==> src/rtl/periferico_bin_bcd_n_if.sv <==
// Bus bundle for the binary-to-BCD peripheral: chip-select qualified
// read/write strobes, byte address, data in/out and the level interrupt.
interface periferico_bin_bcd_n_if;
    logic        cs;
    logic        rd;
    logic        wr;
    logic [5:0]  addr;
    logic [15:0] d_in;
    logic [15:0] d_out;
    logic        irq;

    modport master (
        output cs,
        output rd,
        output wr,
        output addr,
        output d_in,
        input  d_out,
        input  irq
    );

    modport slave (
        input  cs,
        input  rd,
        input  wr,
        input  addr,
        input  d_in,
        output d_out,
        output irq
    );
endinterface

==> src/rtl/periferico_bin_bcd_n.sv <==
// Memory-mapped binary-to-BCD converter: a WIDTH-bit operand (optionally signed)
// is turned into five BCD digits by a sequential double-dabble, one bit per cycle.
module periferico_bin_bcd_n #(
    parameter int WIDTH = 16
) (
    input  logic                   CLK,
    input  logic                   reset,
    periferico_bin_bcd_n_if.slave  bus
);

    localparam logic [5:0] ADDR_OP_A   = 6'h04;
    localparam logic [5:0] ADDR_CTRL   = 6'h08;
    localparam logic [5:0] ADDR_BCD_LO = 6'h0C;
    localparam logic [5:0] ADDR_BCD_HI = 6'h10;
    localparam logic [5:0] ADDR_STATUS = 6'h14;
    localparam logic [4:0] CNT_LAST    = 5'(WIDTH - 1);

    typedef enum logic [1:0] {
        IDLE,
        LOAD,
        SHIFT,
        DONE
    } state_t;

    state_t             state_reg;
    state_t             state_next;

    logic [WIDTH-1:0]   op_a_reg;
    logic               signed_reg;
    logic               irq_en_reg;
    logic [WIDTH-1:0]   sr_reg;
    logic [19:0]        bcd_reg;
    logic [4:0]         cnt_reg;
    logic               neg_reg;
    logic               done_reg;
    logic [15:0]        bcd_lo_reg;
    logic [3:0]         bcd_dig4_reg;
    logic               bcd_sign_reg;
    logic [15:0]        d_out_reg;

    logic               wr_en;
    logic               rd_en;
    logic               busy;
    logic               start_req;
    logic               start_acc;
    logic               status_rd;
    logic               last_iter;
    logic               set_done;
    logic               op_neg;
    logic [WIDTH-1:0]   op_mag;
    logic [19:0]        bcd_adj;
    logic [20:0]        bcd_shift;
    logic [15:0]        rd_data;
    logic               unused_d_in;

    assign wr_en     = bus.cs & bus.wr;
    assign rd_en     = bus.cs & bus.rd;
    assign busy      = (state_reg == LOAD) || (state_reg == SHIFT);
    assign start_req = wr_en && (bus.addr == ADDR_CTRL) && bus.d_in[0];
    assign start_acc = start_req && !busy;
    assign status_rd = rd_en && (bus.addr == ADDR_STATUS);
    assign last_iter = (cnt_reg == CNT_LAST);
    assign set_done  = (state_reg == SHIFT) && last_iter;

    // Most negative value wraps to itself, which read unsigned is +2^(WIDTH-1).
    assign op_neg = signed_reg & op_a_reg[WIDTH-1];
    assign op_mag = op_neg ? ((~op_a_reg) + WIDTH'(1)) : op_a_reg;

    // Double-dabble correction: every digit of 5 or more gets +3 before the shift.
    generate
        for (genvar gi = 0; gi < 5; gi++) begin : g_digit_adj
            assign bcd_adj[gi*4 +: 4] = (bcd_reg[gi*4 +: 4] >= 4'd5)
                                        ? (bcd_reg[gi*4 +: 4] + 4'd3)
                                        : bcd_reg[gi*4 +: 4];
        end
    endgenerate

    assign bcd_shift = {bcd_adj, sr_reg[WIDTH-1]};

    assign unused_d_in = ^bus.d_in;

    always_comb begin
        rd_data = 16'h0000;
        case (bus.addr)
            ADDR_OP_A:   rd_data = 16'(op_a_reg);
            ADDR_CTRL:   rd_data = {13'd0, irq_en_reg, signed_reg, 1'b0};
            ADDR_BCD_LO: rd_data = bcd_lo_reg;
            ADDR_BCD_HI: rd_data = {bcd_sign_reg, 11'd0, bcd_dig4_reg};
            ADDR_STATUS: rd_data = {13'd0, neg_reg, busy, done_reg};
            default:     rd_data = 16'h0000;
        endcase
    end

    always_comb begin
        state_next = state_reg;
        case (state_reg)
            IDLE:    if (start_req) state_next = LOAD;
            LOAD:    state_next = SHIFT;
            SHIFT:   if (last_iter) state_next = DONE;
            DONE:    if (start_req) state_next = LOAD;
            default: state_next = IDLE;
        endcase
    end

    always_ff @(posedge CLK or posedge reset) begin
        if (reset) begin
            state_reg <= IDLE;
        end else begin
            state_reg <= state_next;
        end
    end

    always_ff @(posedge CLK or posedge reset) begin
        if (reset) begin
            op_a_reg     <= '0;
            signed_reg   <= 1'b0;
            irq_en_reg   <= 1'b0;
            sr_reg       <= '0;
            bcd_reg      <= '0;
            cnt_reg      <= '0;
            neg_reg      <= 1'b0;
            done_reg     <= 1'b0;
            bcd_lo_reg   <= '0;
            bcd_dig4_reg <= '0;
            bcd_sign_reg <= 1'b0;
            d_out_reg    <= '0;
        end else begin
            if (wr_en && (bus.addr == ADDR_OP_A)) begin
                op_a_reg <= bus.d_in[WIDTH-1:0];
            end
            if (wr_en && (bus.addr == ADDR_CTRL)) begin
                signed_reg <= bus.d_in[1];
                irq_en_reg <= bus.d_in[2];
            end
            // rd_data reflects pre-edge registers, so a same-cycle write is not seen.
            if (rd_en) begin
                d_out_reg <= rd_data;
            end

            case (state_reg)
                LOAD: begin
                    sr_reg  <= op_mag;
                    bcd_reg <= '0;
                    cnt_reg <= '0;
                    neg_reg <= op_neg;
                end
                SHIFT: begin
                    bcd_reg <= bcd_shift[19:0];
                    sr_reg  <= {sr_reg[WIDTH-2:0], 1'b0};
                    cnt_reg <= cnt_reg + 5'd1;
                    if (last_iter) begin
                        bcd_lo_reg   <= bcd_shift[15:0];
                        bcd_dig4_reg <= bcd_shift[19:16];
                        bcd_sign_reg <= neg_reg;
                    end
                end
                default: ;
            endcase

            if (set_done) begin
                done_reg <= 1'b1;
            end else if (start_acc || status_rd) begin
                done_reg <= 1'b0;
            end
        end
    end

    assign bus.d_out = d_out_reg;
    assign bus.irq   = done_reg & irq_en_reg;

endmodule

==> src/flat_wrapper.sv <==
// flat-port wrapper written by rule: the top's interface ports become plain ports
module periferico_bin_bcd_n_flat 
#(
    parameter int WIDTH = 16
)
  (CLK, reset, bus_cs, bus_rd, bus_wr, bus_addr, bus_d_in, bus_d_out, bus_irq);
  periferico_bin_bcd_n_if bus_i ();
  input  logic CLK;
  input  logic reset;
  input wire logic [$bits(bus_i.cs)-1:0] bus_cs;
  input wire logic [$bits(bus_i.rd)-1:0] bus_rd;
  input wire logic [$bits(bus_i.wr)-1:0] bus_wr;
  input wire logic [$bits(bus_i.addr)-1:0] bus_addr;
  input wire logic [$bits(bus_i.d_in)-1:0] bus_d_in;
  output wire logic [$bits(bus_i.d_out)-1:0] bus_d_out;
  output wire logic [$bits(bus_i.irq)-1:0] bus_irq;
  assign bus_i.cs = bus_cs;
  assign bus_i.rd = bus_rd;
  assign bus_i.wr = bus_wr;
  assign bus_i.addr = bus_addr;
  assign bus_i.d_in = bus_d_in;
  assign bus_d_out = bus_i.d_out;
  assign bus_irq = bus_i.irq;
  periferico_bin_bcd_n #(.WIDTH(WIDTH)) u_core (.CLK(CLK), .reset(reset), .bus(bus_i));
endmodule
==> config.mk <==
export PLATFORM = sky130hd
export DESIGN_NAME = periferico_bin_bcd_n_flat
export DESIGN_NICKNAME = d
export VERILOG_FILES = /design/src/rtl/periferico_bin_bcd_n_if.sv /design/src/rtl/periferico_bin_bcd_n.sv /design/src/flat_wrapper.sv
export SDC_FILE = /design/constraint.sdc
export NUM_CORES = 1
export LEC_CHECK = 0
export BUFFER_PORTS_ARGS = -buffer_cell sky130_fd_sc_hd__buf_2
export CAP_MARGIN = 40
export CORE_MARGIN = 2
export CORE_UTILIZATION = 50
export DETAILED_ROUTE_END_ITERATION = 10
export GPL_TIMING_DRIVEN = 0
export PLACE_DENSITY = 0.73
export SLEW_MARGIN = 20
export SYNTH_ARGS = -nofsm -noshare
export SYNTH_HDL_FRONTEND = slang
export SYNTH_SLANG_ARGS = --single-unit
==> constraint.sdc <==
create_clock -name CLK -period 5 [get_ports CLK]
set_input_delay 0 -clock CLK [delete_from_list [all_inputs] [get_ports CLK]]
set_output_delay 0 -clock CLK [all_outputs]
set_load 0.02 [all_outputs]
# After elaboration in Yosys (flattened, before gate mapping)
# Index checks and enable logic that the tools add are counted.
dict set report word_totals {
  ff_bits 100
  inputBits 27
  output_inout_bits 17
  wordCells 71
}
dict set report classes {
  n_addsub 7
  magnitude_cmp 5
  n_eq_ne 11
  muxes 15
  bitwise 5
  reduce_logical 15
}
# operator n
set ops {}
lappend ops {{$pmux W16 S5} 1}
lappend ops {{$pmux W20 S2} 1}
lappend ops {{$pmux W16 S2} 1}
lappend ops {{$ge A4 B3 Y1 const B} 5}
lappend ops {{$add A16 B1 Y16 const B} 1}
lappend ops {{$add A4 B2 Y4 const B} 4}
lappend ops {{$mux W16} 1}
lappend ops {{$mux W4} 4}
lappend ops {{$not A16 Y16} 1}
lappend ops {{$eq A6 B4 Y1 const B} 2}
lappend ops {{$eq A6 B5 Y1 const B} 2}
lappend ops {{$pmux W5 S2} 1}
lappend ops {{$eq A6 B3 Y1 const B} 1}
lappend ops {{$logic_and A1 B1 Y1} 6}
lappend ops {{$pmux W2 S3} 1}
lappend ops {{$add A5 B1 Y5 const B} 1}
lappend ops {{$eq A5 B4 Y1 const B} 1}
lappend ops {{$and A1 B1 Y1} 4}
lappend ops {{$eq A2 B2 Y1 const B} 2}
lappend ops {{$mux W2} 2}
lappend ops {{$ne A2 B1 Y1 const B} 2}
lappend ops {{$reduce_and A2 Y1} 2}
lappend ops {{$reduce_bool A2 Y1} 2}
lappend ops {{$add A3 B2 Y3 const B} 1}
lappend ops {{other kinds (7)} 9}

# Longest topological paths before layout
# Gate-level depths: netlist of the first run.
dict set report depth {
  depth_word 7
  ltp_mapped 8
  ltp_nobuf 7
}

# Least setup slack after synthesis of the first run
# No wires, ideal clock.
dict set report synth_path {
  path_kind {reg-to-reg}
  start {register u_core.op_a_reg[0]}
  end {register u_core.sr_reg[10]}
  setup_ns 0.130
  t_arrival_ns 1.785
  required_time_ns 4.870
  setup_slack_ns 3.084
  path_stages_with_launch 8
  path_buffers 0
  period_less_slack_ns 1.916
  cell_sequence {dfrtp_1 -> inv_1 -> ha_1 -> or3b_2 -> o31ai_1 -> o21a_1 -> xor2_1 -> o21ai_0}
}
dict set report synth_between {
  elab_chain_cells 4
}
# item line
set synth_rtl {}
lappend synth_rtl {{from (decl)} periferico_bin_bcd_n.sv:28} ;# logic [WIDTH-1:0] op_a_reg;
lappend synth_rtl {{from (signal assigned)} periferico_bin_bcd_n.sv:129} ;# op_a_reg <= bus.d_in[WIDTH-1:0];
lappend synth_rtl {{$not A16 Y16} periferico_bin_bcd_n.sv:67} ;# assign op_mag = op_neg ? ((~op_a_reg) + WIDTH'(1)) : op_a_reg;
lappend synth_rtl {{$add A16 B1 Y16} periferico_bin_bcd_n.sv:67}
lappend synth_rtl {{$mux W16} periferico_bin_bcd_n.sv:67}
lappend synth_rtl {{$pmux W16 S2} periferico_bin_bcd_n.sv:140} ;# case (state_reg)
lappend synth_rtl {{to (signal assigned)} periferico_bin_bcd_n.sv:142} ;# sr_reg <= op_mag;
lappend synth_rtl {{to (signal assigned)} periferico_bin_bcd_n.sv:149} ;# sr_reg <= {sr_reg[WIDTH-2:0], 1'b0};
lappend synth_rtl {{to (decl)} periferico_bin_bcd_n.sv:31} ;# logic [WIDTH-1:0] sr_reg;
# Every way passes these cells.
# A chain may end at the register's enable or synchronous reset.

# Worst setup path after layout of the first run
# Ends and elaborated chain as after synthesis.

==> impl_metrics.toml, run 1 <==
[timing]
relSlewSlack_pct = 58.5
max_freq_ghz = 0.445
fin_hold_ws_ns = 0.0766
min_period_ns = 2.25
rsz0062_at_grt = "false"
tightest_slew_ns = 0.607
finalSetupTns_ns = 0
finalSetupViolations = 0
fin_skew_ns = 0.00943
period_share_pct = 45.0
finalHoldViolations = 0
slew_violations = 0

[clock_network]
clkLatencyLatePin_ns = 0.37
cts.sinks = 100
clockBufferDepth = 2
post-cts-setup-buffers = 0
root_buffer = "clkbuf_8"
htree_levels = 3
cts_tree = "built"
cts-buffers-inserted = 9
cts_resized = 0
cts.clk_slew.worst_paths_ns = 0.09

[setup_path]
start_kind = "flip-flop"
cp.arrival_ns = 2.50
endpoint_kind = "flip-flop"
cp.required_ns = 5.25
r2r_start = "u_core.op_a_reg[0]"
r2r_slack_ns = 2.75
critPathTopFamily = "compound AO/OA/AOI/OAI gates"
slowest_stage = "or3b_2"
critPathBufInv = 1
path_cells = "inv_1 > ha_1 > or3b_2 > o31ai_1 > o21a_1 > xor2_1 > o21ai_0"
cp_slowest_stage_delay_ns = 0.54
cp_max_fo = 5
r2r_end = "u_core.sr_reg[10]"
path_class = "flip-flop to flip-flop"
reg2reg_depth = 7

[cells_and_area]
drive_gt1_share_pct = 16.5
multi_input_area_um2 = 2250
regArea_um2 = 2500
n_antenna_cell = 0
syn_to_final_growth_pct = 15.2
nFillCells = 815
nets = 608
largest_reg_flops = 20

[global_route]
overflow = 0
grt_pass1_wl_mm = 18.5
grt_pass1_vias = 3812
grt_max_degree = 65
antenna_found_initial = 0
track_usage_pct = 23.0

[floorplanning]
io_pins = 44
core_area_um2 = 9680
rows = 36
dieArea_um2 = 10700
die_h_um = 103
start_util_pct = 51.0
die_w_um = 103

[routing]
dr.pass1.iters = 4
wl_mm = 11.6
dr.first_iter.drc_count = 242
wl_per_cell_um = 16.5
drcViolationCount = 0
vias = 3970
routed_via_density = 5.64
ant_nets = 0

[hold_path]
hold_end = "u_core.bus.d_out[0]"
hp-class = "input pin to flip-flop"
hold_path_depth = 4
hp-start = "bus_addr[0]"

[yosys]
synthTopCellsByArea = "dfrtp_1 51%, o21ai_0 7.0%, nand2_1 5.8%"
synth.distinct_cells = 44
avgSynthCellArea_um2 = 9.97
ys_seq_elements = 100
syn-num-nets = 537
synth-seq-area-share_pct = 50.7
synth_area_leader_cell = "dfrtp_1"
netlist_area_um2 = 4940
yosys_warnings = 0
ys.flop_type = "dfrtp_1"
synth_top_area_share_pct = 50.7
async_flop_share_pct = 100
synthCells = 495
synth_edf_count = 0

[place]
dp_hpwl_mm = 8.54
globalplace.congestion = 0.918
io_buffers = 42

[power_and_ir_drop]
peakVddDrop_mv = 0.150
p_per_area_nw_per_um2 = 311
p_leak_nw = 2.51
finalPower_w = 0.00177

[run_status]
status = "finished clean"

[flow_run]
cap_violations = 0
placed cells by master (no fill, tap or decap), drive strengths merged, types with 17 or more instances in the layout:
cell type    instances
a21oi               24
a22oi               20
buf                 48
clkbuf              32
dfrtp              100
dlygate4sd3         17
inv                 20
mux2                24
nand2               76
o21ai               70
timing repair:
action                     4_1_cts  5_1_grt
hold buffers                    17        0
hold endpoints to repair        54        0
setup endpoints to repair        0        0
routing by layer:
metal / GRT usage [%] / routed length [µm] / vias to the layer above
met2: 36.7 / 5470 / 110
li1: - / - / 1889
met5: 0 / 0 / -
met3: 4.91 / 657 / 30
met4: 8.70 / 312 / 0
met1: 31.0 / 5170 / 1941
how the worst max path moves through the flow:
stage	start	end	slack (ns)	cells after the start
global route	u_core.op_a_reg[0]	u_core.sr_reg[10]	2.59	7
global placement	reset	u_core.bcd_reg[12]	1.32	2
floorplan	reset	u_core.bcd_dig4_reg[0]	2.38	1
detailed placement	u_core.op_a_reg[0]	u_core.sr_reg[10]	2.77	7
finish	u_core.op_a_reg[0]	u_core.sr_reg[10]	2.75	7
CTS	u_core.op_a_reg[0]	u_core.sr_reg[10]	2.75	7
metrics by stage:
step,cell area (µm²),worst slack [ns],utilization [%],cells
floorplan,4940,2.38,-,495
global placement,5310,1.32,54.9,670
detailed placement,5350,2.77,55.2,671
CTS,5690,2.75,58.7,704
global route,5690,2.59,58.7,704
finish,5690,2.75,58.7,704
kinds of logic (layout without fill, tap and decap cells):
group / Yosys count / after routing / synth area share, %
AOI/OAI and AO/OA: 145 / 145 / 17.3
xor gates and xnor gates: 17 / 17 / 3.02
adders and majority gates: 15 / 15 / 3.80
buffers and inverters: 44 / 120 / 3.78
DFF: 100 / 100 / 50.7
muxes: 33 / 33 / 7.30
and+or+nand+nor: 141 / 141 / 14.2
area by class of cell:
class                      instances  share of cell area, %
tap                              133                   2.93
inverter                          20                   1.41
buffer                            24                   1.96
clock inverter                     3                  0.374
timing repair buffer              60                   7.17
sequential                       100                   44.0
multi-input combinational        351                   39.5
clock buffer                      13                   2.62
synth_stat cells (3+ instances only):
cell,n
mux2i_1,9
nand2b_1,6
and2_1,3
ha_1,15
xor2_1,6
xnor2_1,11
mux2_2,24
o22ai_1,14
nor3b_1,14
a22oi_1,20
clkbuf_1,19
inv_1,19
nand3_1,6
o21ai_0,69
nor2_1,14
nor2b_1,6
nand2_1,76
dfrtp_1,100
or3_1,3
a21oi_1,24
o31ai_1,7
tightest hold or removal path, stage by stage:
cell and delay, ns:
buf_2 0.11, nor4_4 0.05, a22oi_1 0.14, o21ai_0 0.10
power breakdown:
group          switching, W  total [W]  internal [W]  leakage, nW
Clock              0.000269   0.000465      0.000197       0.0840
Combinational      0.000218   0.000355      0.000136         1.07
Sequential        0.0000595   0.000947      0.000888         1.35
Total              0.000547    0.00177       0.00122         2.51
Power figures use the tool's default switching activity.
==> inputs of run 2 (changes only) <==
--- a/config.mk
+++ b/config.mk
@@ -5,13 +5,14 @@
 export SDC_FILE = /design/constraint.sdc
 export NUM_CORES = 1
 export LEC_CHECK = 0
+export ABC_AREA = 1
 export BUFFER_PORTS_ARGS = -buffer_cell sky130_fd_sc_hd__buf_2
 export CAP_MARGIN = 40
 export CORE_MARGIN = 2
 export CORE_UTILIZATION = 50
 export DETAILED_ROUTE_END_ITERATION = 10
 export GPL_TIMING_DRIVEN = 0
-export PLACE_DENSITY = 0.73
+export PLACE_DENSITY = 0.75
 export SLEW_MARGIN = 20
 export SYNTH_ARGS = -nofsm -noshare
 export SYNTH_HDL_FRONTEND = slang
==> constraint.sdc (replaced) <==
create_clock -name CLK -period 2 [get_ports CLK]
set_input_delay 0 -clock CLK [delete_from_list [all_inputs] [get_ports CLK]]
set_output_delay 0 -clock CLK [all_outputs]
set_load 0.02 [all_outputs]
==> run 2 against run 1 <==
  * Sequential share of layout area fell by 2.1 points
  * Maximum frequency rose by 23%
  * Hold slack lost 0.046 ns
  * Utilization up 1.8 points
  * Global-route usage increased by 2.6 points
  * First-iteration DRC count rose by 67%
  * Critical path depth decreased by 1
  * Critical endpoint is now u_core.bcd_reg[8]
==> impl_metrics.toml, run 2 <==
[run_status]
status = "finished clean"

[global_route]
overflow = 0
grt_max_degree = 36
grt_pass1_wl_mm = 21.9
grt_pass1_vias = 4531
track_usage_pct = 25.6
antenna_found_initial = 0

[setup_path]
cp.arrival_ns = 2.07
path_cells = "inv_1 > ha_1 > nor2_1 > inv_2 > clkbuf_1 > o22ai_1"
startpoint = "u_core.state_reg[0]"
r2r_slack_ns = 0.18
r2r_end = "u_core.bcd_reg[8]"
endpoint_kind = "flip-flop"
r2r_start = "u_core.state_reg[0]"
cp_max_fo = 10
start_kind = "flip-flop"
critPathTopFamily = "buffers and inverters"
slowest_stage = "clkbuf_1"
path_class = "flip-flop to flip-flop"
reg2reg_depth = 6
critPathBufInv = 3
cp.required_ns = 2.25
cp_slowest_stage_delay_ns = 0.46

[routing]
wl_met1_mm = 5.93
dr.first_iter.drc_count = 403
wl_met3_um = 823
drcViolationCount = 0
wl_per_cell_um = 15.4
dr.pass1.iters = 5
wl_mm = 13.4
top_layer = "met4"
routed_via_density = 5.31
vias = 4607
ant_nets = 0
wl_met2_mm = 6.20

[clock_network]
post-cts-setup-buffers = 0
cts_tree = "built"
cts-buffers-inserted = 9
cts.clk_slew.worst_paths_ns = 0.10
cts.sinks = 100
htree_levels = 3
clkLatencyLatePin_ns = 0.40
root_buffer = "clkbuf_8"
clockBufferDepth = 2

[yosys]
synth_area_leader_cell = "dfrtp_1"
synth_edf_count = 0
synth-seq-area-share_pct = 48.9
async_flop_share_pct = 100
yosys_warnings = 0
netlist_area_um2 = 5120
synth.distinct_cells = 29
ys_seq_elements = 100
ys.flop_type = "dfrtp_1"
synth_common_cells = "199 x nand2_1, 100 x dfrtp_1, 86 x inv_1"
syn-num-nets = 696
synthCells = 654
avgSynthCellArea_um2 = 7.82
yosysMostFrequentCell = "nand2_1"
synthTopCellsByArea = "dfrtp_1 49%, nand2_1 15%, inv_1 6.3%"
synth_top_area_share_pct = 48.9

[cells_and_area]
final_area_um2 = 5970
final_cell_mix = "199 x nand2_1, 100 x dfrtp_1, 85 x inv_1"
syn_to_final_growth_pct = 16.6
n_antenna_cell = 0
drive_gt1_share_pct = 11.2
nets = 772
largest_reg_flops = 20
final_common_cell = "nand2_1"

[power_and_ir_drop]
switching_share_pct = 37.9
power_frac_seq_pct = 41.9
p_sw_w = 0.00220
p_leak_nw = 2.99
peakVddDrop_mv = 0.680
p_per_area_nw_per_um2 = 974
p_int_w = 0.00361
pwr-share-clk_pct = 24.8
p_comb_share_pct = 33.3

[place]
post-place-ws_ns = 0.147
dp_hpwl_mm = 9.73
globalplace.congestion = 0.899
placed_area_um2 = 5560
io_buffers = 43

[timing]
fin_skew_ns = 0.0112
slew_violations = 0
relSlewSlack_pct = 62.5
rsz0062_at_grt = "false"
finalHoldViolations = 0
period_share_pct = 91.2
finalSetupTns_ns = 0
tightest_slew_ns = 0.562
finalSetupViolations = 0
fin_ws_ns = 0.177
min_period_ns = 1.82
max_freq_ghz = 0.548

[floorplanning]
io_pins = 44
rows = 36
die_h_um = 105
dieArea_um2 = 11100
start_util_pct = 51.9
core_area_um2 = 9860
die_w_um = 105

[flow_run]
cap_violations = 0

[hold_path]
hp-class = "input pin to flip-flop"
hold_path_depth = 4
hp-start = "bus_rd"
hold_end = "u_core.bus.d_out[11]"
run 2: final cells by class:
class | count | area [µm²]
Buffer | 19 | 101
Clock buffer | 10 | 128
Timing Repair Buffer | 65 | 465
Multi-Input combinational cell | 444 | 2170
Tap cell | 133 | 166
Inverter | 91 | 345
Sequential cell | 100 | 2500
Clock inverter | 5 | 85.1
Fill cell | 874 | 3900
run 2: metal layers:
metal | GRT usage, % | up-vias
met2 | 40.6 | 152
met1 | 34.2 | 2183
met3 | 5.30 | 28
met5 | 0 | -
met4 | 11.1 | 0
li1 | - | 2244
run 2: repair_timing:
item                                    in CTS  in global routing
hold buffers                                19                  0
resized for setup                            0                  4
endpoints found under the setup margin       0                  6
endpoints found under the hold margin      118                  0
run 2: cell families after synthesis:
group           share of synthesized area (%)
simple gates                             24.2
buf+inv                                  8.61
compound gates                           12.7
xor+xnor                                 1.88
flops                                    48.9
fa+ha+maj                                3.67
run 2: worst max path at each step:
| stage | cells past startpoint | end |
|---|---|---|
| after floorplan | 8 | u_core.bcd_lo_reg[13] |
| after global placement | 6 | u_core.sr_reg[8] |
| after detailed placement | 6 | u_core.sr_reg[8] |
| after CTS | 6 | u_core.sr_reg[8] |
| after global routing | 7 | u_core.sr_reg[11] |
| final | 6 | u_core.bcd_reg[8] |
run 2: power groups by stage:
stage                     registers (W)  clock network, W  logic [W]
after floorplan                 0.00244                 0    0.00132
after global placement          0.00246                 0    0.00182
after detailed placement        0.00247                 0    0.00190
after CTS                       0.00243           0.00146    0.00193
after global routing            0.00246           0.00155    0.00218
final                           0.00243           0.00144    0.00194
run 2: through the flow:
| stage | hold slack, ns | utilization, % | std cells | power, W |
|---|---|---|---|---|
| global placement | 0.241 | 55.8 | 830 | 0.00428 |
| global route | 0.0574 | 60.5 | 867 | 0.00618 |
| detailed placement | -0.0684 | 56.4 | 833 | 0.00437 |
| CTS | 0.0251 | 60.5 | 867 | 0.00582 |
| finish | 0.0305 | 60.5 | 867 | 0.00581 |
| floorplan | 0.145 | - | 654 | 0.00376 |
run 2: worst reg2reg max path, delay by kind of cell (launching register included):
family / cells / cell delay [ns]
buffers and inverters: 3 / 0.67
AOI/OAI and AO/OA: 1 / 0.19
adders and majority gates: 1 / 0.32
DFF: 1 / 0.40
and+or+nand+nor: 1 / 0.10
==> inputs of run 3 (changes only) <==
--- a/config.mk
+++ b/config.mk
@@ -12,7 +12,7 @@
 export CORE_UTILIZATION = 50
 export DETAILED_ROUTE_END_ITERATION = 10
 export GPL_TIMING_DRIVEN = 0
-export PLACE_DENSITY = 0.75
+export PLACE_DENSITY = 0.71
 export SLEW_MARGIN = 20
 export SYNTH_ARGS = -nofsm -noshare
 export SYNTH_HDL_FRONTEND = slang
==> run 3 against run 2 <==
  * Final cell count unchanged
  * Critical path type unchanged
  * Routed wire length is 3.4% lower
  * Non-clock buffer count fell by 1
  * Cell area down 0.23%
  * Clock skew is 0.0046 ns higher
  * Critical path depth increased by 3
  * Register-to-register slack is essentially flat
  * Sequential power hardly changed
  * Critical endpoint is now u_core.bcd_lo_reg[5]
  * Combinational power hardly changed
  * Power shrank 0.73%
==> impl_metrics.toml, run 3 (synthesis results as in run 2) <==
[setup_path]
r2r_end = "u_core.bcd_lo_reg[5]"
cp_max_fo = 10
r2r_slack_ns = 0.18
cp-endpoint = "u_core.bcd_lo_reg[5]"
r2r_start = "u_core.cnt_reg[1]"
start_kind = "flip-flop"
reg2reg_depth = 9
cp.required_ns = 2.30
startpoint = "u_core.cnt_reg[1]"
cp.arrival_ns = 2.12
endpoint_kind = "flip-flop"
path_class = "flip-flop to flip-flop"

[routing]
dr.first_iter.drc_count = 351
ant_nets = 0
drcViolationCount = 0
wl_mm = 12.9
wl_per_cell_um = 14.9
dr.pass1.iters = 4
routed_via_density = 5.23
vias = 4535

[clock_network]
root_buffer = "clkbuf_8"
clkLatencyLatePin_ns = 0.38
cts-buffers-inserted = 9
cts.sinks = 100
clockBufferDepth = 2
htree_levels = 3
cts.clk_slew.worst_paths_ns = 0.10
cts_tree = "built"

[timing]
relSlewSlack_pct = 60.3
finalSetupViolations = 0
rsz0062_at_grt = "false"
fin_hold_ws_ns = 0.0205
min_period_ns = 1.82
fin_ws_ns = 0.177
slew_violations = 0
finalHoldViolations = 0
fin_skew_ns = 0.0158
tightest_slew_ns = 0.594
finalSetupTns_ns = 0
max_freq_ghz = 0.548
period_share_pct = 91.2

[place]
placed_cells = 833
dp_hpwl_mm = 9.75
io_buffers = 43
post-place-ws_ns = 0.159
globalplace.congestion = 0.916

[floorplanning]
start_util_pct = 51.9
io_pins = 44
rows = 36
core_area_um2 = 9860
dieArea_um2 = 11100
die_w_um = 105
die_h_um = 105

[global_route]
grt_pass1_vias = 4411
grt_use_met3_pct = 3.49
grt_pass1_wl_mm = 21.5
grt.busiest_layer = "met2"
antenna_found_initial = 0
use_met2_pct = 38.1
overflow = 0
use_met1_pct = 35.2
grt_max_degree = 28
track_usage_pct = 24.8

[cells_and_area]
final_common_cell = "nand2_1"
n_antenna_cell = 0
nFillCells = 864
regArea_um2 = 2500
final_cell_mix = "199 x nand2_1, 100 x dfrtp_1, 85 x inv_1"
syn_to_final_growth_pct = 16.4
nets = 771
largest_reg_flops = 20
final_cells = 867
multi_input_area_um2 = 2170
drive_gt1_share_pct = 11.3

[hold_path]
hp-class = "input pin to flip-flop"
hp-start = "bus_addr[3]"

[power_and_ir_drop]
p_leak_nw = 2.97
p_per_area_nw_per_um2 = 969
peakVddDrop_mv = 0.494

[flow_run]
cap_violations = 0

[run_status]
status = "finished clean"
-- run 3: final cells by class --
type | instances | area share [%]
sequential | 100 | 42.0
multi-input combinational | 444 | 36.5
timing repair buffer | 64 | 7.65
inverter | 91 | 5.80
tap | 133 | 2.80
clock buffer | 10 | 2.31
buffer | 19 | 1.68
clock inverter | 6 | 1.22
-- run 3: what timing repair did --
action,in CTS,in global routing
buffers inserted,0,0
setup endpoints to repair,0,2
hold buffers,18,0
gates resized for setup,0,2
hold endpoints to repair,41,0
-- run 3: worst min-delay path by stage --
stage                                     end  slack (ns)  cells past startpoint
after floorplan           u_core.op_a_reg[15]        0.14                      2
after global placement    u_core.op_a_reg[15]        0.23                      3
after detailed placement  u_core.bus.d_out[6]        0.10                      2
after CTS                  u_core.op_a_reg[3]        0.02                      4
after global routing       u_core.op_a_reg[3]        0.05                      4
final                      u_core.op_a_reg[3]        0.02                      4
-- run 3: critical path: stages, from the launching register on --
cell and delay, ns:
dfrtp_1 0.38, ha_1 0.18, inv_1 0.06, nor3_1 0.14, ha_1 0.19, nand2_1 0.14, inv_1 0.10, clkbuf_1 0.35
nand2_1 0.10, o21ai_0 0.09
-- run 3: power breakdown --
group          total, W  internal (W)  switching (W)
Clock           0.00139      0.000623       0.000762
Combinational   0.00196      0.000615        0.00134
Sequential      0.00243       0.00229       0.000134
-- run 3: metal layers --
layer	vias to the layer above	routed length, µm
met2	134	5670
met5	-	0
met4	0	398
met1	2139	6190
met3	24	641
li1	2238	-
-- run 3: per-stage QoR --
| stage | total power, W | util [%] | area, µm² |
|---|---|---|---|
| global placement | 0.00429 | 55.8 | 5500 |
| detailed placement | 0.00438 | 56.4 | 5560 |
| global route | 0.00615 | 60.4 | 5950 |
| floorplan | 0.00376 | - | 5120 |
| CTS | 0.00576 | 60.3 | 5950 |
| finish | 0.00577 | 60.4 | 5950 |
